File: src/rtl/mcl86_mem_pkg.sv
// rtl/mcl86_mem_pkg.sv - Shared types and widths for the byte-wide SRAM controller
package mcl86_mem_pkg;

  localparam int unsigned ADDR_W = 20;
  localparam int unsigned DATA_W = 8;
  localparam int unsigned CNT_W  = 4;

  typedef logic [CNT_W-1:0] cnt_t;

  typedef enum logic [2:0] {
    IDLE,
    RD_WAIT,
    WR_SETUP,
    WR_PULSE,
    WR_HOLD,
    DONE
  } state_e;

  // The data bus is driven for the whole write window, including setup and hold.
  function automatic logic drives_bus(input state_e s);
    return (s == WR_SETUP) || (s == WR_PULSE) || (s == WR_HOLD);
  endfunction

endpackage

File: src/rtl/sram_ctrl_if.sv
// rtl/sram_ctrl_if.sv - CPU request port and SRAM pin bundle for sram_ctrl
interface sram_ctrl_if;
  import mcl86_mem_pkg::*;

  logic [ADDR_W-1:0] iCpuAddr;
  logic [DATA_W-1:0] iCpuDataW;
  logic              iCpuR;
  logic              iCpuW;
  logic [DATA_W-1:0] oCpuDataR;
  logic              oCpuReady;
  logic [ADDR_W-1:0] oSramAddr;
  logic [DATA_W-1:0] oSramDataOut;
  logic              oSramDataOe;
  logic [DATA_W-1:0] iSramDataIn;
  logic              oSramWe;

  modport master (
    output iCpuAddr, iCpuDataW, iCpuR, iCpuW, iSramDataIn,
    input  oCpuDataR, oCpuReady, oSramAddr, oSramDataOut, oSramDataOe, oSramWe
  );

  modport slave (
    input  iCpuAddr, iCpuDataW, iCpuR, iCpuW, iSramDataIn,
    output oCpuDataR, oCpuReady, oSramAddr, oSramDataOut, oSramDataOe, oSramWe
  );

endinterface

File: src/rtl/sram_ctrl.sv
// rtl/sram_ctrl.sv - Byte-wide asynchronous SRAM controller with fixed read/write wait states
module sram_ctrl
  import mcl86_mem_pkg::*;
#(
  parameter int unsigned READ_WAIT  = 2,
  parameter int unsigned WRITE_WAIT = 2
) (
  input logic        iClk,
  input logic        iRst,
  sram_ctrl_if.slave bus
);

  state_e            state_q, state_d;
  cnt_t              cnt_q, cnt_d;
  logic [ADDR_W-1:0] addr_q, addr_d;
  logic [DATA_W-1:0] wdata_q, wdata_d;
  logic [DATA_W-1:0] rdata_q, rdata_d;
  logic              we_q, we_d;

  always_comb begin
    state_d = state_q;
    cnt_d   = cnt_q;
    addr_d  = addr_q;
    wdata_d = wdata_q;
    rdata_d = rdata_q;

    unique case (state_q)
      IDLE: begin
        if (bus.iCpuW || bus.iCpuR) begin
          addr_d  = bus.iCpuAddr;
          wdata_d = bus.iCpuDataW;
          // A simultaneous read and write resolves to the write.
          if (bus.iCpuW) begin
            state_d = WR_SETUP;
          end else begin
            state_d = RD_WAIT;
            cnt_d   = cnt_t'(READ_WAIT - 1);
          end
        end
      end
      RD_WAIT: begin
        if (cnt_q == '0) begin
          state_d = DONE;
          rdata_d = bus.iSramDataIn;
        end else begin
          cnt_d = cnt_q - cnt_t'(1);
        end
      end
      WR_SETUP: begin
        state_d = WR_PULSE;
        cnt_d   = cnt_t'(WRITE_WAIT - 1);
      end
      WR_PULSE: begin
        if (cnt_q == '0) begin
          state_d = WR_HOLD;
        end else begin
          cnt_d = cnt_q - cnt_t'(1);
        end
      end
      WR_HOLD: state_d = DONE;
      DONE:    state_d = IDLE;
      default: state_d = IDLE;
    endcase

    // WE is registered from the next state so it can only rise after address and data settled.
    we_d = (state_d == WR_PULSE);
  end

  always_ff @(posedge iClk) begin
    if (iRst) begin
      state_q <= IDLE;
      cnt_q   <= '0;
      addr_q  <= '0;
      wdata_q <= '0;
      rdata_q <= '0;
      we_q    <= 1'b0;
    end else begin
      state_q <= state_d;
      cnt_q   <= cnt_d;
      addr_q  <= addr_d;
      wdata_q <= wdata_d;
      rdata_q <= rdata_d;
      we_q    <= we_d;
    end
  end

  assign bus.oSramAddr    = addr_q;
  assign bus.oSramDataOut = wdata_q;
  assign bus.oSramWe      = we_q;
  assign bus.oSramDataOe  = drives_bus(state_q);
  assign bus.oCpuReady    = (state_q == DONE);
  assign bus.oCpuDataR    = rdata_q;

endmodule

File: src/flat_wrapper.sv
// flat-port wrapper written by rule: the top's interface ports become plain ports
module sram_ctrl_flat import mcl86_mem_pkg::*;
#(
  parameter int unsigned READ_WAIT  = 2,
  parameter int unsigned WRITE_WAIT = 2
)
  (iClk, iRst, bus_iCpuAddr, bus_iCpuDataW, bus_iCpuR, bus_iCpuW, bus_iSramDataIn, bus_oCpuDataR, bus_oCpuReady, bus_oSramAddr, bus_oSramDataOut, bus_oSramDataOe, bus_oSramWe);
  sram_ctrl_if bus_i ();
  input logic iClk;
  input logic iRst;
  input wire logic [$bits(bus_i.iCpuAddr)-1:0] bus_iCpuAddr;
  input wire logic [$bits(bus_i.iCpuDataW)-1:0] bus_iCpuDataW;
  input wire logic [$bits(bus_i.iCpuR)-1:0] bus_iCpuR;
  input wire logic [$bits(bus_i.iCpuW)-1:0] bus_iCpuW;
  input wire logic [$bits(bus_i.iSramDataIn)-1:0] bus_iSramDataIn;
  output wire logic [$bits(bus_i.oCpuDataR)-1:0] bus_oCpuDataR;
  output wire logic [$bits(bus_i.oCpuReady)-1:0] bus_oCpuReady;
  output wire logic [$bits(bus_i.oSramAddr)-1:0] bus_oSramAddr;
  output wire logic [$bits(bus_i.oSramDataOut)-1:0] bus_oSramDataOut;
  output wire logic [$bits(bus_i.oSramDataOe)-1:0] bus_oSramDataOe;
  output wire logic [$bits(bus_i.oSramWe)-1:0] bus_oSramWe;
  assign bus_i.iCpuAddr = bus_iCpuAddr;
  assign bus_i.iCpuDataW = bus_iCpuDataW;
  assign bus_i.iCpuR = bus_iCpuR;
  assign bus_i.iCpuW = bus_iCpuW;
  assign bus_i.iSramDataIn = bus_iSramDataIn;
  assign bus_oCpuDataR = bus_i.oCpuDataR;
  assign bus_oCpuReady = bus_i.oCpuReady;
  assign bus_oSramAddr = bus_i.oSramAddr;
  assign bus_oSramDataOut = bus_i.oSramDataOut;
  assign bus_oSramDataOe = bus_i.oSramDataOe;
  assign bus_oSramWe = bus_i.oSramWe;
  sram_ctrl #(.READ_WAIT(READ_WAIT), .WRITE_WAIT(WRITE_WAIT)) u_core (.iClk(iClk), .iRst(iRst), .bus(bus_i));
endmodule
File: config.mk
export PLATFORM = sky130hd
export DESIGN_NAME = sram_ctrl_flat
export DESIGN_NICKNAME = d
export VERILOG_FILES = /design/src/rtl/mcl86_mem_pkg.sv /design/src/rtl/sram_ctrl_if.sv /design/src/rtl/sram_ctrl.sv /design/src/flat_wrapper.sv
export SDC_FILE = /design/constraint.sdc
export NUM_CORES = 1
export LEC_CHECK = 0
export BUFFER_PORTS_ARGS = -buffer_cell sky130_fd_sc_hd__buf_4
export CAP_MARGIN = 0
export CORE_MARGIN = 2
export CORE_UTILIZATION = 25
export CTS_BUF_LIST = sky130_fd_sc_hd__clkbuf_4 sky130_fd_sc_hd__clkbuf_8
export CTS_CLUSTER_DIAMETER = 80
export DETAILED_ROUTE_END_ITERATION = 6
export PLACE_DENSITY_LB_ADDON = 0.12
export SYNTH_ARGS = -nofsm -noshare
export SYNTH_HDL_FRONTEND = slang
export SYNTH_SLANG_ARGS = --single-unit
File: constraint.sdc
create_clock -name iClk -period 4.8 [get_ports iClk]
set_clock_uncertainty 0.2 [all_clocks]
set_input_delay 0.48 -clock iClk [delete_from_list [all_inputs] [get_ports iClk]]
set_output_delay 0.48 -clock iClk [all_outputs]
set_load 0.1 [all_outputs]
==> results.json <==
{
  "hold_violations": 0,
  "cts_resized": 0,
  "clk_latency_ns": 0.29,
  "post-cts-setup-buffer-count": 0,
  "path_buf_inv": 0,
  "post-dp-hpwl_um": 2875,
  "fin_crit_ns": 2.134,
  "leakage_uw": 0.001046,
  "die-area_mm2": 0.007462,
  "wl_um": 4379,
  "ctsHoldBuffers": 0,
  "dr.pass1.iters": 4,
  "area_growth_pct": 41.52,
  "cpMaxStageDelayCell": "o21a_1",
  "critPathRequiredTime_ns": 4.82,
  "worstSetupPathDepth": 4,
  "post_drt_via_cell_ratio": 4.521,
  "cts_tree": "yes",
  "slew_viol_final": 0,
  "power.density_mw_per_mm2": 621.0,
  "max_freq_mhz": 468.7,
  "relSlewSlack_pct": 18.01,
  "min_path_type": "in2reg",
  "synthTopCellsByCount": "nand2_1 (67), dfxtp_1 (44), a21oi_1 (40), nand3_1 (9), nand2b_1 (6)",
  "grt-ovfl-total": 0,
  "synth_edf_count": 0,
  "drt_iter0_markers": 62,
  "tns_ns": 0,
  "critical_path_class": "reg2reg",
  "ys.flop_type": "dfxtp_1",
  "synthArstFlopShare_pct": 0,
  "synth_seq_cells": 44,
  "grt_start_max_net_pins": 47,
  "antenna_found_initial": 0,
  "synth_area_per_cell_um2": 8.118,
  "fill_cells": 732,
  "grt_pass1_wl_um": 6975,
  "yosys.area.top_type": "dfxtp_1",
  "min_path_cells": 3,
  "netlist_instances": 209,
  "syn-num-nets": 250,
  "setup_viol": 0,
  "die_y_um": 86.38,
  "path_cells": "nor3_2, o21a_1, nand2_1, a21oi_1",
  "vias": 1641,
  "synth_most_common_cell": "nand2_1",
  "drv_cap": 0,
  "path_clk_slew_ns": 0.08,
  "ant_nets": 0,
  "insertedDiodeCount": 0,
  "cp.arrival_ns": 2.15,
  "crit_family": "compound AO/OA/AOI/OAI gates",
  "ys_types": 30,
  "cts_buffers": 5,
  "clockRootBuffer": "clkbuf_8",
  "r2r_cells": 4,
  "grt_pass1_vias": 1515,
  "rows": 30,
  "slowest_delay_ns": 0.86,
  "rsz0062_at_grt": "no",
  "die_w_um": 86.38,
  "fp.coreArea_mm2": 0.006681,
  "outcome": "complete, no violations",
  "syn_area_mm2": 0.001697,
  "wire_per_inst_um": 12.06,
  "synth_area_leaders": "dfxtp_1 (52%), nand2_1 (15%), a21oi_1 (12%), nand3_1 (2.7%), nand2b_1 (2.2%)",
  "dp_slack_ns": 2.604,
  "io_pins": 79,
  "end_kind": "flip-flop",
  "clk_path_buf_depth": 2,
  "fin_crit_sh_pct": 44.45,
  "cts_sinks": 44,
  "track_usage_pct": 11.87,
  "nets": 323,
  "yosys_warnings": 0,
  "critPathMaxFanout": 28,
  "ir_drop_uv": 234.8,
  "worst_pin_slew_ns": 1.230,
  "ys_seq_area_share_pct": 51.92,
  "h-tree-depth": 2,
  "start_util_pct": 25.39,
  "gp_congestion": 0.6981,
  "synth_top_area_share_pct": 51.92,
  "start_kind": "flip-flop",
  "drive_above_1_share_pct": 32.16,
  "setup_ws_ns": 2.666,
  "drc": 0,
  "io_buffers": 78
}
[kinds of logic (layout without fill, tap and decap cells)]
group,count (synthesis),in the layout,synth area share [%]
fa+ha+maj,1,1,0.7373
compound gates,51,51,16.15
simple gates,96,96,25.44
buf+inv,17,91,5.753
flops,44,44,51.92
[per-stage QoR]
step	total power [uW]	instance area [um^2]	utilization [%]	hold slack [ns]	instances
after global placement	1263	2303	34.48	0.2440	355
after detailed placement	1262	2303	34.48	0.2469	355
after floorplan	1103	1697	-	0.2588	209
final	1491	2401	35.94	0.2271	363
after global routing	1578	2401	35.94	0.2107	363
after CTS	1514	2401	35.94	0.2153	363
[power by group]
part / switching (uW) / total [uW] / internal (uW)
logic: 596 / 766 / 170
registers: 47.3 / 479 / 432
clock network: 123 / 245 / 123
[final cells by class]
class                      instances  area (um^2)  share of cell area (%)
timing repair buffer              78        585.6                   24.39
clock buffer                       7        90.09                   3.752
tap                               80        100.1                   4.169
inverter                           5        18.77                  0.7817
clock inverter                     1        7.507                  0.3127
multi-input combinational        148        718.2                   29.91
sequential                        44        880.8                   36.69
[placed cells by master, fill, tap and decap left out, types with 5 or more instances in the layout]
master and n:
nand3_1 9, inv_1 5, nand2_1 67, clkbuf_8 6, a21oi_1 40, nand2b_1 6
buf_4 78, dfxtp_1 44
[routing by layer]
layer	part of all wire, %	wire, um	GRT usage, %
met1	44	1933	14.34
met2	48	2104	19.93
met3	6.1	269	3.333
met4	1.6	72	4.688
met5	0	0	0
[flip-flops by register name (all words and copies together) (netlist names)]
| name | flops |
|---|---|
| u_core.state_q | 3 |
| u_core.bus.oSramDataOut | 8 |
| u_core.bus.oCpuDataR | 8 |
| u_core.bus.oSramWe | 1 |
| u_core.bus.oSramAddr | 20 |
| u_core.cnt_q | 4 |
[worst min-delay path, cell delays in order]
cell and delay, ns:
buf_4 0.11, nand2_1 0.04, a21oi_1 0.05
[path summary, 6_finish.rpt]
path | from | to | slack (ns)
setup / recovery | u_core.state_q[2] | u_core.bus.oSramAddr[8] | 2.67
hold reg to reg | u_core.bus.oSramAddr[12] | u_core.bus.oSramAddr[12] | 0.26
hold / removal | bus_iCpuDataW[2] | u_core.bus.oSramDataOut[2] | 0.23
setup reg to reg | u_core.state_q[2] | u_core.bus.oSramAddr[8] | 2.67
Note: power is estimated with default switching activity, not from simulation.
